File: config.mk
export PLATFORM = sky130hd
export DESIGN_NAME = vedic_mul_arbiter
export DESIGN_NICKNAME = d
export VERILOG_FILES = /design/src/rtl/vedic_mul_arbiter.sv
export SDC_FILE = /design/constraint.sdc
export NUM_CORES = 1
export LEC_CHECK = 0
export ABC_AREA = 1
export BUFFER_PORTS_ARGS = -buffer_cell sky130_fd_sc_hd__buf_2
export CORE_AREA = 3 3 180 182
export DETAILED_ROUTE_END_ITERATION = 12
export DIE_AREA = 0 0 183 185
export PLACE_DENSITY = 0.54
export SYNTH_ARGS = -nofsm -noshare
export SYNTH_HDL_FRONTEND = slang
export SYNTH_SLANG_ARGS = --single-unit
File: constraint.sdc
create_clock -name clk -period 2.2 [get_ports clk]
set_input_delay 0.44 -clock clk [delete_from_list [all_inputs] [get_ports clk]]
set_output_delay 0.44 -clock clk [all_outputs]
set_load 0.05 [all_outputs]
File: src/rtl/vedic_mul_arbiter.sv
// vedic_mul_arbiter
// Round-robin front end that shares one pipelined 32x32 multiplier among
// N_REQ requesters. Accepts at most one operand pair per cycle, tracks the
// owner of every in-flight product in a tag pipeline matched to the
// multiplier latency, and steers each 64-bit product back to its owner.
// The multiplier's valid_out is cross-checked against the tag pipeline and
// any disagreement raises a sticky error.

module vedic_mul_arbiter #(
   parameter int N_REQ       = 4,
   parameter int MUL_LATENCY = 4
) (
   input  logic                             clk,
   input  logic                             rst,
   input  logic                             arb_en,
   input  logic [N_REQ-1:0]                 req_valid,
   input  logic [32*N_REQ-1:0]              req_a,
   input  logic [32*N_REQ-1:0]              req_b,
   output logic [N_REQ-1:0]                 req_ready,
   output logic [31:0]                      mul_a,
   output logic [31:0]                      mul_b,
   output logic                             mul_issue,
   input  logic [63:0]                      mul_result,
   input  logic                             mul_valid_out,
   output logic [N_REQ-1:0]                 rsp_valid,
   output logic [63:0]                      rsp_data,
   output logic [$clog2(MUL_LATENCY+3)-1:0] inflight,
   output logic                             err
);

   // Index width for requester ids and the priority pointer.
   localparam int PW  = (N_REQ > 1) ? $clog2(N_REQ) : 1;
   // One extra bit so pointer + offset can exceed N_REQ-1 before wrapping.
   localparam int SW  = PW + 1;
   localparam int IFW = $clog2(MUL_LATENCY + 3);
   localparam int GW  = $clog2(MUL_LATENCY + 2);
   // Tag stages: one for the issue register plus one per multiplier stage.
   localparam int NST = MUL_LATENCY + 1;

   // Expand a requester id into a one-hot vector.
   function automatic logic [N_REQ-1:0] onehot_f(input logic [PW-1:0] idx);
      logic [N_REQ-1:0] v;
      v      = '0;
      v[idx] = 1'b1;
      return v;
   endfunction

   // Operand views per requester.
   logic [31:0]      op_a_s [N_REQ];
   logic [31:0]      op_b_s [N_REQ];

   // Arbitration.
   logic [PW-1:0]    ptr_q, ptr_d;
   logic [PW-1:0]    gidx_s;
   logic             found_s;
   logic             accept_s;
   logic [SW-1:0]    sum_s;
   logic [PW-1:0]    cand_s;

   // Issue registers.
   logic [31:0]      mul_a_q, mul_a_d;
   logic [31:0]      mul_b_q, mul_b_d;
   logic             mul_issue_q, mul_issue_d;

   // Tag pipeline.
   logic             tag_v_q  [NST];
   logic [PW-1:0]    tag_id_q [NST];
   logic             tail_v_s;
   logic [PW-1:0]    tail_id_s;

   // Response, occupancy and protocol check state.
   logic [N_REQ-1:0] rsp_valid_q, rsp_valid_d;
   logic [63:0]      rsp_data_q, rsp_data_d;
   logic [IFW-1:0]   inflight_q, inflight_d;
   logic [GW-1:0]    guard_q, guard_d;
   logic             err_q, err_d;

   assign tail_v_s  = tag_v_q[MUL_LATENCY];
   assign tail_id_s = tag_id_q[MUL_LATENCY];

   // Slice the packed operand buses into one word per requester.
   always_comb begin
      for (int i = 0; i < N_REQ; i++) begin
         op_a_s[i] = req_a[32*i +: 32];
         op_b_s[i] = req_b[32*i +: 32];
      end
   end

   // Search for the first valid requester starting at the priority pointer.
   always_comb begin
      gidx_s  = '0;
      found_s = 1'b0;
      sum_s   = '0;
      cand_s  = '0;
      for (int k = 0; k < N_REQ; k++) begin
         sum_s   = {1'b0, ptr_q} + SW'(k);
         sum_s   = (sum_s >= SW'(N_REQ)) ? (sum_s - SW'(N_REQ)) : sum_s;
         cand_s  = sum_s[PW-1:0];
         gidx_s  = (!found_s && req_valid[cand_s]) ? cand_s : gidx_s;
         found_s = found_s | req_valid[cand_s];
      end
   end

   // A transfer needs reset released, arbitration enabled and a valid request.
   assign accept_s = rst & arb_en & found_s;

   // One-hot grant; low whenever no transfer can happen this cycle.
   always_comb begin
      if (accept_s) begin
         req_ready = onehot_f(gidx_s);
      end else begin
         req_ready = '0;
      end
   end

   // Move priority past the winner so it becomes lowest next time.
   always_comb begin
      if (!accept_s) begin
         ptr_d = ptr_q;
      end else if (gidx_s == PW'(N_REQ - 1)) begin
         ptr_d = '0;
      end else begin
         ptr_d = gidx_s + PW'(1);
      end
   end

   // Capture the winner's operands; hold the last operands when idle.
   always_comb begin
      if (accept_s) begin
         mul_a_d     = op_a_s[gidx_s];
         mul_b_d     = op_b_s[gidx_s];
         mul_issue_d = 1'b1;
      end else begin
         mul_a_d     = mul_a_q;
         mul_b_d     = mul_b_q;
         mul_issue_d = 1'b0;
      end
   end

   // Return the product to its owner when a tagged operation leaves the pipe.
   always_comb begin
      if (tail_v_s) begin
         rsp_valid_d = onehot_f(tail_id_s);
         rsp_data_d  = mul_result;
      end else begin
         rsp_valid_d = '0;
         rsp_data_d  = rsp_data_q;
      end
   end

   // Occupancy: accept adds one, response removes one, both cancel.
   always_comb begin
      case ({accept_s, tail_v_s})
         2'b10:   inflight_d = inflight_q + IFW'(1);
         2'b01:   inflight_d = inflight_q - IFW'(1);
         default: inflight_d = inflight_q;
      endcase
   end

   // Guard window ignores multiplier outputs left over from before reset.
   always_comb begin
      if (guard_q != '0) begin
         guard_d = guard_q - GW'(1);
      end else begin
         guard_d = guard_q;
      end
   end

   // Sticky flag for a multiplier valid that disagrees with the tag pipeline.
   always_comb begin
      if ((guard_q == '0) && (tail_v_s != mul_valid_out)) begin
         err_d = 1'b1;
      end else begin
         err_d = err_q;
      end
   end

   // Pointer, issue, response, occupancy and error registers.
   always_ff @(posedge clk) begin
      if (!rst) begin
         ptr_q       <= '0;
         mul_a_q     <= 32'd0;
         mul_b_q     <= 32'd0;
         mul_issue_q <= 1'b0;
         rsp_valid_q <= '0;
         rsp_data_q  <= 64'd0;
         inflight_q  <= '0;
         guard_q     <= GW'(MUL_LATENCY + 1);
         err_q       <= 1'b0;
      end else begin
         ptr_q       <= ptr_d;
         mul_a_q     <= mul_a_d;
         mul_b_q     <= mul_b_d;
         mul_issue_q <= mul_issue_d;
         rsp_valid_q <= rsp_valid_d;
         rsp_data_q  <= rsp_data_d;
         inflight_q  <= inflight_d;
         guard_q     <= guard_d;
         err_q       <= err_d;
      end
   end

   // Shift requester tags alongside the multiplier stages.
   always_ff @(posedge clk) begin
      if (!rst) begin
         for (int s = 0; s < NST; s++) begin
            tag_v_q[s]  <= 1'b0;
            tag_id_q[s] <= '0;
         end
      end else begin
         tag_v_q[0]  <= accept_s;
         tag_id_q[0] <= gidx_s;
         for (int s = 1; s < NST; s++) begin
            tag_v_q[s]  <= tag_v_q[s-1];
            tag_id_q[s] <= tag_id_q[s-1];
         end
      end
   end

   assign mul_a     = mul_a_q;
   assign mul_b     = mul_b_q;
   assign mul_issue = mul_issue_q;
   assign rsp_valid = rsp_valid_q;
   assign rsp_data  = rsp_data_q;
   assign inflight  = inflight_q;
   assign err       = err_q;

endmodule

# Yosys cells after proc, flatten, opt, wreduce, memory -nomap -nowiden
# Memory sizes are Yosys's and may differ from the RTL's.
# Index checks and enable logic that the tools add are counted.
[classes] eq_ne=4 bitwise_logic=16 addsub=11 n_mux=42 order_cmp=13 n_reduce_logical=13
[ops] operator="32-bit binary-select mux with 2-bit select" n=2
[ops] operator="32-bit two-way mux" n=4
[ops] operator="2-bit two-way mux" n=14
[ops] operator="2-bit by 3-bit < comparator with 1-bit output (second input constant)" n=6
[ops] operator="1-bit two-way mux" n=14
[ops] operator="1-bit OR" n=13
[ops] operator="3-bit >= comparator (second input constant)" n=4
[ops] operator="1-bit binary-select mux with 2-bit select" n=4
[ops] operator="2-bit by 1-bit subtractor with 2-bit output (second input constant)" n=4
[ops] operator="2-bit by 2-bit adder with 3-bit output (second input constant)" n=2
[ops] operator="1-bit logical AND" n=6
[ops] operator="3-bit one-hot mux with 2 select lines" n=1
[ops] operator="3-bit by 1-bit subtractor with 3-bit output (second input constant)" n=2
[ops] operator="1-bit demux with 2-bit select" n=2
[ops] operator="2-bit equality test (second input constant)" n=2
[ops] operator="2-bit by 1-bit >= comparator with 1-bit output (second input constant)" n=2
[ops] operator="4-bit two-way mux" n=1
[ops] operator="2-bit by 1-bit adder with 3-bit output (second input constant)" n=1
[ops] operator="3-bit by 1-bit adder with 3-bit output (second input constant)" n=1
[ops] operator="2-bit by 3-bit >= comparator with 1-bit output (second input constant)" n=1
[ops] operator="1-bit zero test" n=3
[ops] operator="3-bit zero test" n=1
[ops] operator="2-bit inverter with 3-bit output" n=1
[ops] operator="3-bit nonzero test" n=1
[ops] operator="6 further kinds" n=7
[totals] regBits=142 input_bits=328 ram_bits=15 mem_count=2 elab_cells=110
[mem_list] name="tag_id_q" depth=5 width=2 rd=5 rd_clocked_by_memory_dff=0 wr=5 line="67" text="logic [PW-1:0] tag_id_q [NST];"
[mem_list] name="tag_v_q" depth=5 width=1 rd=5 rd_clocked_by_memory_dff=0 wr=5 line="66" text="logic tag_v_q [NST];"

# Logic depth before layout (Yosys ltp)
# Gate-level depths: netlist of run 1.
[logic_depth] word_depth=15 mapped_depth=16

# Worst setup path before layout of run 1
# Ideal clock, no wire load.
[synth_timing] path_type="input port to output port" from="input req_valid[3]" to="output req_ready[1]" setup_slack_ns=-0.490 t_required_ns=1.760 cell_stages=14 arrival_time_ns=2.250 path_cell_list="inv_1 nand2_1 nand3_1 nand2_1 inv_1 nand2_1 nand2_1 nand3_2 buf_6 buf_4 inv_1 ha_1 inv_1 nor2_1"
[synth_via] elab_chain_cells=12 elab_cells_between_ends=28
[synth_lines] element="start, declared" line="16" text="input logic [N_REQ-1:0] req_valid,"
[synth_lines] element="1-bit binary-select mux with 2-bit select" line="99, 100"
[synth_lines] element="1-bit two-way mux (implied by the code)" line="99, 100"
[synth_lines] element="1-bit zero test / 1-bit OR (equally long branches)" line="99, 100"
[synth_lines] element="1-bit logical AND (tied with other cells)" line="99" text="gidx_s = (!found_s && req_valid[cand_s]) ? cand_s : gidx_s;"
[synth_lines] element="2-bit two-way mux (tied with other cells)" line="99"
[synth_lines] element="2-bit two-way mux / 1-bit logical AND (equally long branches)" line="99"
[synth_lines] element="2-bit two-way mux (*)" line="99"
[synth_lines] element="named net gidx_s[0]" line="54" text="logic [PW-1:0] gidx_s;"
[synth_lines] element="2-bit by 3-bit < comparator with 1-bit output (implied by the code) / 2-bit by 1-bit >= comparator with 1-bit output (equally long branches)" line="44" text="v[idx] = 1'b1;"
[synth_lines] element="1-bit logical AND (implied by the code)" line="44"
[synth_lines] element="1-bit two-way mux (implied by the code)" line="44"
[synth_lines] element="1-bit demux with 2-bit select (*)" line="44"
[synth_lines] element="4-bit two-way mux (*)" line="109" text="if (accept_s) begin"
[synth_lines] element="end, declared" line="19" text="output logic [N_REQ-1:0] req_ready,"
# Mark *: on every way through the listed nets, which the timed path passes. The rest lies on a longest branch. The select of a mux whose other input is x is not followed.

# Worst setup path in the final report of run 1
[layout_timing] from="register ptr_q[0]" to="output req_ready[2]"
[layout_via] elab_chain_cells=15 elab_cells_between_ends=43
[layout_lines] element="start, declared" line="53" text="logic [PW-1:0] ptr_q, ptr_d;"
[layout_lines] element="start signal, assigned" line="191" text="ptr_q <= ptr_d;"
[layout_lines] element="2-bit by 1-bit adder with 3-bit output" line="96" text="sum_s = {1'b0, ptr_q} + SW'(k);"
[layout_lines] element="3-bit >= comparator / 2-bit by 1-bit subtractor with 2-bit output (equally long branches)" line="97" text="sum_s = (sum_s >= SW'(N_REQ)) ? (sum_s - SW'(N_REQ)) : sum_s;"
[layout_lines] element="2-bit two-way mux" line="97"
[layout_lines] element="1-bit binary-select mux with 2-bit select" line="99, 100"
[layout_lines] element="1-bit two-way mux (implied by the code)" line="99, 100"
[layout_lines] element="1-bit OR" line="100" text="found_s = found_s | req_valid[cand_s];"
[layout_lines] element="1-bit zero test / 1-bit OR (equally long branches)" line="99, 100"
[layout_lines] element="1-bit logical AND / 1-bit zero test (equally long branches)" line="99"
[layout_lines] element="2-bit two-way mux / 1-bit logical AND (equally long branches)" line="99"
[layout_lines] element="2-bit two-way mux" line="99"
[layout_lines] element="2-bit by 3-bit < comparator with 1-bit output (implied by the code) / 2-bit by 1-bit >= comparator with 1-bit output (equally long branches)" line="44"
[layout_lines] element="1-bit logical AND (implied by the code)" line="44"
[layout_lines] element="1-bit two-way mux (implied by the code)" line="44"
[layout_lines] element="1-bit demux with 2-bit select" line="44"
[layout_lines] element="4-bit two-way mux (*)" line="109"
# Every way passes the cells marked *; elsewhere a longest branch is shown, timed or not. The select of a mux whose other input is x is not followed.

==> reports/qor.json, run 1 <==
{
  "critPathKind": "register to output pin",
  "kind_of_start_point_of_the_critical_path": "register",
  "detailroute.via_count": 11100,
  "run_status": "finished, violations left",
  "area_growth_from_synthesis_to_final_layout_pct": 47.0,
  "tritoncts": "done",
  "count_of_cell_types_in_the_netlist": 24,
  "post_synth_main_area_contributors": "sky130_fd_sc_hd__dfxtp_1, sky130_fd_sc_hd__nand2_1, sky130_fd_sc_hd__inv_1",
  "fin_worst_skew_ns": 0.00914,
  "hold_viol": 0,
  "most_frequent_cell_after_synthesis": "sky130_fd_sc_hd__nand2_1",
  "initial_utilization_pct": 29.4,
  "total_number_of_yosys_warnings": 0,
  "final_layout_size_suffix_gt1_share_pct": 32.1,
  "setup_repair_after_global_routing_missed_its_margin": "yes",
  "total_power_mw": 18.6,
  "synth_largest_area_cell": "sky130_fd_sc_hd__dfxtp_1",
  "detail_route.vias_per_cell": 4.70,
  "first_pass_iters": 5,
  "dp.cells": 2302,
  "power.density_cell_area_nw_per_um2": 1400,
  "async_flop_share_pct": 0,
  "finalNonFillerCells": 2368,
  "drcViolationCount": 0,
  "final-setup-viol-count": 62,
  "max_cap_violations": 0,
  "crit_chain": "buf_6 -> nand2_1 -> nand2_1 -> nand2_2 -> nand2_2 -> nor2_4 -> nand3_2 -> nand3_2 -> nand2_4 -> inv_4 -> ha_4 -> inv_2 -> nor2_4 -> buf_12",
  "postSynthRegisterBits": 156,
  "post_syn_nets": 1836,
  "fmax_mhz": 382,
  "final_net_count": 2284,
  "violations": "negative setup slack",
  "port-buffer-count": 468,
  "synth_largest_type_area_fraction_pct": 34.6,
  "drt_wl_total_mm": 38.7,
  "core_area_um2": 30700,
  "max_slew.worst_pin.slew_ns": 0.554,
  "final_critical_path_setup_slack_ns": -0.420,
  "clk_path_buf_depth": 2,
  "gr-total-overflow": 0,
  "cts_hold_repair.buffers": 0,
  "placement.setup.worst_slack_ns": -0.137,
  "cts.root.buffer_cell": "sky130_fd_sc_hd__clkbuf_16",
  "clkTransAtPathRegs_ns": 0.07,
  "grt_pass1_vias": 10200,
  "synth.avg_cell_area_um2": 6.02,
  "final_hpwl_from_detailed_placement_mm": 27.3,
  "fin_crit_sh_pct": 119,
  "ctsHtreeMaxLevel": 4,
  "grt_pass1_wl_mm": 55.5,
  "worst_ep_arrival_time_ns": 2.18,
  "cts_buffers": 17,
  "netlist_area_um2": 9040,
  "die_width_um": 183,
  "critical_path.n_buffers_inverters": 4,
  "die_area_um2": 33900,
  "post_drt_wl_per_cell_um": 16.3,
  "critical_path.max_stage_delay_ns": 0.37,
  "synthesis.instances": 1500,
  "power_leakage_nw": 8.06,
  "netlist_top_cells_count": "sky130_fd_sc_hd__nand2_1, sky130_fd_sc_hd__inv_1, sky130_fd_sc_hd__dfxtp_1, sky130_fd_sc_hd__nor2_1, sky130_fd_sc_hd__nand3_1",
  "die_height_um": 185,
  "pin_count": 469,
  "routabilityCongestion": 0.905,
  "timing.final.max_slew_violations": 0,
  "cts_num_sinks": 156,
  "cp_max_fo": 5,
  "cp_data_required_time_ns": 1.76,
  "grt_start_max_net_pins": 65,
  "antenna_left": 0,
  "clock_insertion_delay_worst_skew_ns": 0.44,
  "drt_first_iter_violations": 540,
  "number_of_antenna_violations_at_the_first_check_in_global_routing": 18,
  "setup.worst_path.end_class": "output pin",
  "synth_flop_cell": "sky130_fd_sc_hd__dfxtp_1",
  "critical_path.slowest_cell": "sky130_fd_sc_hd__dfxtp_4",
  "path_delay_family": "simple AND/OR/NAND/NOR gates",
  "placement_rows": 64,
  "post-route-min-period_ns": 2.62,
  "ys_seq_area_share_pct": 34.6,
  "slew_headroom_pct": 63.1,
  "grt.total_usage_pct": 20.9,
  "ir_worst_vdd_mv": 0.644,
  "synth-edff-count": 0,
  "hp-class": "input pin to register"
}
metal layers:
layer	vias to the layer above	track usage, %	routed length [um]
li1	5541	-	-
met1	5029	25.2	15600
met2	473	34.8	18600
met3	75	6.74	3280
met4	14	7.80	1120
met5	-	0	83
timing repair:
item                       CTS  global route
pin swaps                   11            13
gates resized for setup     30            29
cloned                       4             9
setup endpoints to repair   57            70
setup buffers                5             6
worst min-delay path, stage by stage:
cell	delay (ns)
sky130_fd_sc_hd__buf_2	0.08
sky130_fd_sc_hd__nor2_1	0.03
sky130_fd_sc_hd__nor2_1	0.08
report_power, final:
part | leakage, nW | total [mW] | switching (mW) | internal (mW)
sequential | 1.27 | 3.87 | 0.372 | 3.50
combinational | 6.51 | 11.7 | 7.56 | 4.18
clock | 0.275 | 3.01 | 1.36 | 1.65
through the flow:
step	area, um^2	hold WS [ns]	utilization [%]	setup TNS, ns
2_1_floorplan	9140	0.390	-	0
3_3_place_gp	12000	0.392	39.2	-1.41
3_5_place_dp	12000	0.398	39.2	-4.41
4_1_cts	12900	0.191	41.9	-4.73
5_1_grt	13300	0.198	43.2	-18.50
6_report	13300	0.218	43.2	-7.48
final timing paths:
kind	start	endpoint	slack (ns)	cells after the start
setup / recovery	ptr_q[0]	req_ready[2]	-0.42	14
hold / removal	mul_result[34]	rsp_data[34]	0.22	3
hold reg to reg	tag_v_q[0][1]	tag_v_q[0][2]	0.41	2
setup reg to reg	ptr_q[0]	mul_b[26]	-0.17	19
flip-flops by register name, indices dropped and copies added (netlist names):
signal     count
rsp_data      64
mul_a         32
mul_b         32
tag_id_q      10
tag_v_q        5
rsp_valid      4
guard_q        3
inflight       3
ptr_q          2
err            1
layout make-up:
class	count	area (um^2)
fillers	3354	17500
multi-input cells	942	4490
repair buffers	535	3430
flip-flops and latches	156	3130
inverters	296	1130
well taps	396	495
clock buffers	20	457
clock inverters	12	126
diodes	11	27.5
cell families (layout without fill, tap and decap cells):
| logic type | after synthesis | count (layout) | share of synthesized area (%) |
|---|---|---|---|
| and+or+nand+nor | 854 | 854 | 41.4 |
| buffers and inverters | 402 | 863 | 18.3 |
| DFF | 156 | 156 | 34.6 |
| AOI/OAI and AO/OA | 77 | 77 | 4.32 |
| adders and majority gates | 8 | 8 | 1.19 |
| xor gates and xnor gates | 3 | 3 | 0.291 |
| other | 0 | 11 | 0 |
layout by cell type, fill, tap and decap left out, types with 2 or more instances in the layout:
cell type | Yosys | layout
sky130_fd_sc_hd__buf_6 | 1 | 4
sky130_fd_sc_hd__ha_1 | 7 | 2
sky130_fd_sc_hd__nand2_4 | 1 | 5
sky130_fd_sc_hd__inv_2 | 9 | 13
sky130_fd_sc_hd__nand3_4 | 0 | 3
sky130_fd_sc_hd__ha_4 | 0 | 5
sky130_fd_sc_hd__clkbuf_8 | 0 | 2
sky130_fd_sc_hd__clkinvlp_4 | 0 | 4
sky130_fd_sc_hd__o21ai_0 | 71 | 70
sky130_fd_sc_hd__nand4_1 | 128 | 128
sky130_fd_sc_hd__xnor2_1 | 2 | 2
sky130_fd_sc_hd__o21a_1 | 2 | 2
sky130_fd_sc_hd__buf_16 | 0 | 7
sky130_fd_sc_hd__nor2_1 | 141 | 135
sky130_fd_sc_hd__nand3_2 | 2 | 5
sky130_fd_sc_hd__nor3_1 | 4 | 4
sky130_fd_sc_hd__inv_4 | 0 | 3
sky130_fd_sc_hd__inv_6 | 0 | 5
sky130_fd_sc_hd__nand2_2 | 3 | 16
sky130_fd_sc_hd__buf_12 | 0 | 22
sky130_fd_sc_hd__dfxtp_1 | 156 | 153
sky130_fd_sc_hd__dfxtp_4 | 0 | 2
sky130_fd_sc_hd__a21oi_1 | 4 | 3
sky130_fd_sc_hd__inv_8 | 0 | 3
sky130_fd_sc_hd__inv_1 | 287 | 279
sky130_fd_sc_hd__diode_2 | 0 | 11
sky130_fd_sc_hd__clkbuf_16 | 0 | 25
sky130_fd_sc_hd__buf_4 | 14 | 29
sky130_fd_sc_hd__buf_2 | 66 | 464
sky130_fd_sc_hd__nand2_1 | 437 | 420
sky130_fd_sc_hd__nor2_4 | 1 | 6
sky130_fd_sc_hd__nand3_1 | 137 | 131
No activity file was read; power rests on OpenSTA's default activity.
==> run 2, diff against run 1 <==
BUFFER_PORTS_ARGS = not set   (was -buffer_cell sky130_fd_sc_hd__buf_2)
CORE_AREA = 3 3 182 184   (was 3 3 180 182)
DIE_AREA = 0 0 185 187   (was 0 0 183 185)
DONT_BUFFER_PORTS = 1   (was not set)
PLACE_DENSITY = not set   (was 0.54)
==> run 2 against run 1 <==
The flow still finishes with violations (negative setup slack). Sequential share of layout area is 4.7 points higher. Clock power hardly changed. Hold slack got worse by 0.088 ns. Critical path type unchanged. Critical endpoint is now req_ready[1]. Largest power group unchanged.
==> reports/qor.json, run 2 (same netlist as run 1, synthesis figures left out) <==
{
  "run_status": "finished, violations left",
  "violations": "negative setup slack",
  "cp_num_cells": 14,
  "port-buffer-count": 0,
  "grt_pass1_vias": 8751,
  "cp_data_required_time_ns": 1.76,
  "drt_first_iter_violations": 513,
  "drcViolationCount": 0,
  "final_critical_path_setup_slack_ns": -0.458,
  "setup_repair_after_global_routing_missed_its_margin": "yes",
  "post-route-util_pct": 35.1,
  "routabilityCongestion": 0.896,
  "dp.cells": 1859,
  "initial_utilization_pct": 28.6,
  "grt.total_usage_pct": 18.0,
  "regArea_um2": 3130,
  "final_layout_size_suffix_gt1_share_pct": 12.2,
  "critical_path.max_stage_delay_ns": 0.36,
  "core_area_um2": 31600,
  "whs_path_depth": 1,
  "timing.hold.ws_ns": 0.130,
  "reg2reg_from": "ptr_q[0]",
  "critical_path.n_buffers_inverters": 6,
  "worst_reg2reg_path_length_in_cells": 17,
  "post_drt_wl_per_cell_um": 18.1,
  "mostFrequentLayoutCell": "sky130_fd_sc_hd__nand2_1",
  "setup.worst_path.end_class": "output pin",
  "ctsHtreeMaxLevel": 4,
  "crit_chain": "buf_6 -> nand2_4 -> nand3_2 -> nand2_2 -> inv_2 -> buf_6 -> nand3_2 -> nand3_2 -> nand2_4 -> buf_6 -> ha_4 -> inv_2 -> nor2_4 -> buf_12",
  "number_of_antenna_violations_at_the_first_check_in_global_routing": 8,
  "terminating_pin_of_the_worst_hold_path": "ptr_q[0]",
  "tritoncts": "done",
  "most-common-layout-cells": "sky130_fd_sc_hd__nand2_1, sky130_fd_sc_hd__inv_1, sky130_fd_sc_hd__dfxtp_1, sky130_fd_sc_hd__nor2_1",
  "post-route-min-period_ns": 2.66,
  "kind_of_start_point_of_the_critical_path": "register",
  "worst_ep_arrival_time_ns": 2.22,
  "cts.root.buffer_cell": "sky130_fd_sc_hd__clkbuf_16",
  "die_height_um": 187,
  "cts_buffers": 17,
  "cts_hold_repair.buffers": 0,
  "drt_wl_total_mm": 34.8,
  "area_growth_from_synthesis_to_final_layout_pct": 22.7,
  "ff2ff_setup_slack_ns": -0.10,
  "nFillCells": 3420,
  "largest_register_ffs": 64,
  "grt_start_max_net_pins": 88,
  "path_delay_family": "simple AND/OR/NAND/NOR gates",
  "cts_num_sinks": 156,
  "hold_viol": 0,
  "fin_crit_sh_pct": 121,
  "timing.final.max_slew_violations": 0,
  "min-delay-start": "arb_en",
  "max_cap_violations": 0,
  "detail_route.vias_per_cell": 5.02,
  "first_pass_iters": 6,
  "slew_headroom_pct": 59.5,
  "fin_worst_skew_ns": 0.0118,
  "clkTransAtPathRegs_ns": 0.06,
  "die_width_um": 185,
  "detailroute.via_count": 9649,
  "critical_path.slowest_cell": "sky130_fd_sc_hd__dfxtp_4",
  "critPathKind": "register to output pin",
  "fmax_mhz": 376,
  "ir_worst_vdd_mv": 0.746,
  "max_slew.worst_pin.slew_ns": 0.606,
  "gr-total-overflow": 0,
  "antenna_left": 0,
  "final_net_count": 1835,
  "pin_count": 469,
  "hp-class": "input pin to register",
  "power.density_cell_area_nw_per_um2": 1590,
  "final-setup-viol-count": 8,
  "setup_tns_ns": -1.79,
  "total_power_mw": 17.6,
  "power_leakage_nw": 6.11,
  "multi_input_comb_area_um2": 4530,
  "cp_max_fo": 6,
  "die_area_um2": 34600,
  "clk_path_buf_depth": 2,
  "final_hpwl_from_detailed_placement_mm": 25.2,
  "placement_rows": 65,
  "clock_insertion_delay_worst_skew_ns": 0.43,
  "crit-reg2reg-capture": "inflight[2]",
  "finalNonFillerCells": 1921,
  "grt_pass1_wl_mm": 48.7
}
[run 2: worst max path at each step]
stage	start	to	slack [ns]
3_3_place_gp	ptr_q[0]	req_ready[0]	-0.1
2_1_floorplan	ptr_q[0]	inflight[2]	0.0002
3_5_place_dp	ptr_q[0]	req_ready[0]	-0.14
6_report	ptr_q[0]	req_ready[1]	-0.46
4_1_cts	ptr_q[0]	req_ready[0]	-0.46
5_1_grt	ptr_q[0]	req_ready[1]	-0.56
[run 2: power by group]
part / leakage (nW) / internal (mW) / switching, mW
sequential: 1.27 / 3.49 / 2.62
combinational: 4.55 / 3.53 / 4.94
clock: 0.288 / 1.73 / 1.30
[run 2: timing repair]
item / 4_1_cts / 5_1_grt
pin swaps: 20 / 15
hold endpoints to repair: 0 / 0
resized for setup: 41 / 39
gates cloned: 0 / 9
setup buffers: 4 / 11
endpoints found under the setup margin: 62 / 68
[run 2: through the flow]
stage          worst slack [ns]  cell area (um^2)
6_report                 -0.458             11100
3_5_place_dp             -0.141              9850
2_1_floorplan          0.000183              9140
5_1_grt                  -0.563             11100
3_3_place_gp            -0.0995              9850
4_1_cts                  -0.465             10600
[run 2: layer usage]
layer	vias up	routed length (um)	global-route usage, %
met1	4406	13100	19.8
li1	4642	-	-
met3	64	3530	6.24
met5	-	0	0
met4	0	1360	9.18
met2	537	16700	30.5
[run 2: worst register-to-register path: stages (launching register included)]
cell and delay [ns]:
sky130_fd_sc_hd__dfxtp_4 0.36, sky130_fd_sc_hd__inv_4 0.11, sky130_fd_sc_hd__nand2_2 0.06, sky130_fd_sc_hd__nand2_2 0.11, sky130_fd_sc_hd__nand2_1 0.09, sky130_fd_sc_hd__inv_2 0.08, sky130_fd_sc_hd__nor2_2 0.05, sky130_fd_sc_hd__nand3_4 0.08
sky130_fd_sc_hd__buf_4 0.13, sky130_fd_sc_hd__nand2_2 0.05, sky130_fd_sc_hd__inv_2 0.07, sky130_fd_sc_hd__nand2_4 0.06, sky130_fd_sc_hd__ha_4 0.16, sky130_fd_sc_hd__fa_2 0.34, sky130_fd_sc_hd__a21oi_2 0.14, sky130_fd_sc_hd__o21a_1 0.14
sky130_fd_sc_hd__o21ai_0 0.08, sky130_fd_sc_hd__a21oi_1 0.14
[run 2: cell type report]
type	instances	area share [%]
well taps	402	4.54
multi-input cells	942	40.8
flip-flops and latches	156	28.2
diodes	8	0.181
inverters	296	10.2
clock inverters	13	1.40
clock buffers	18	3.96
repair buffers	86	10.7
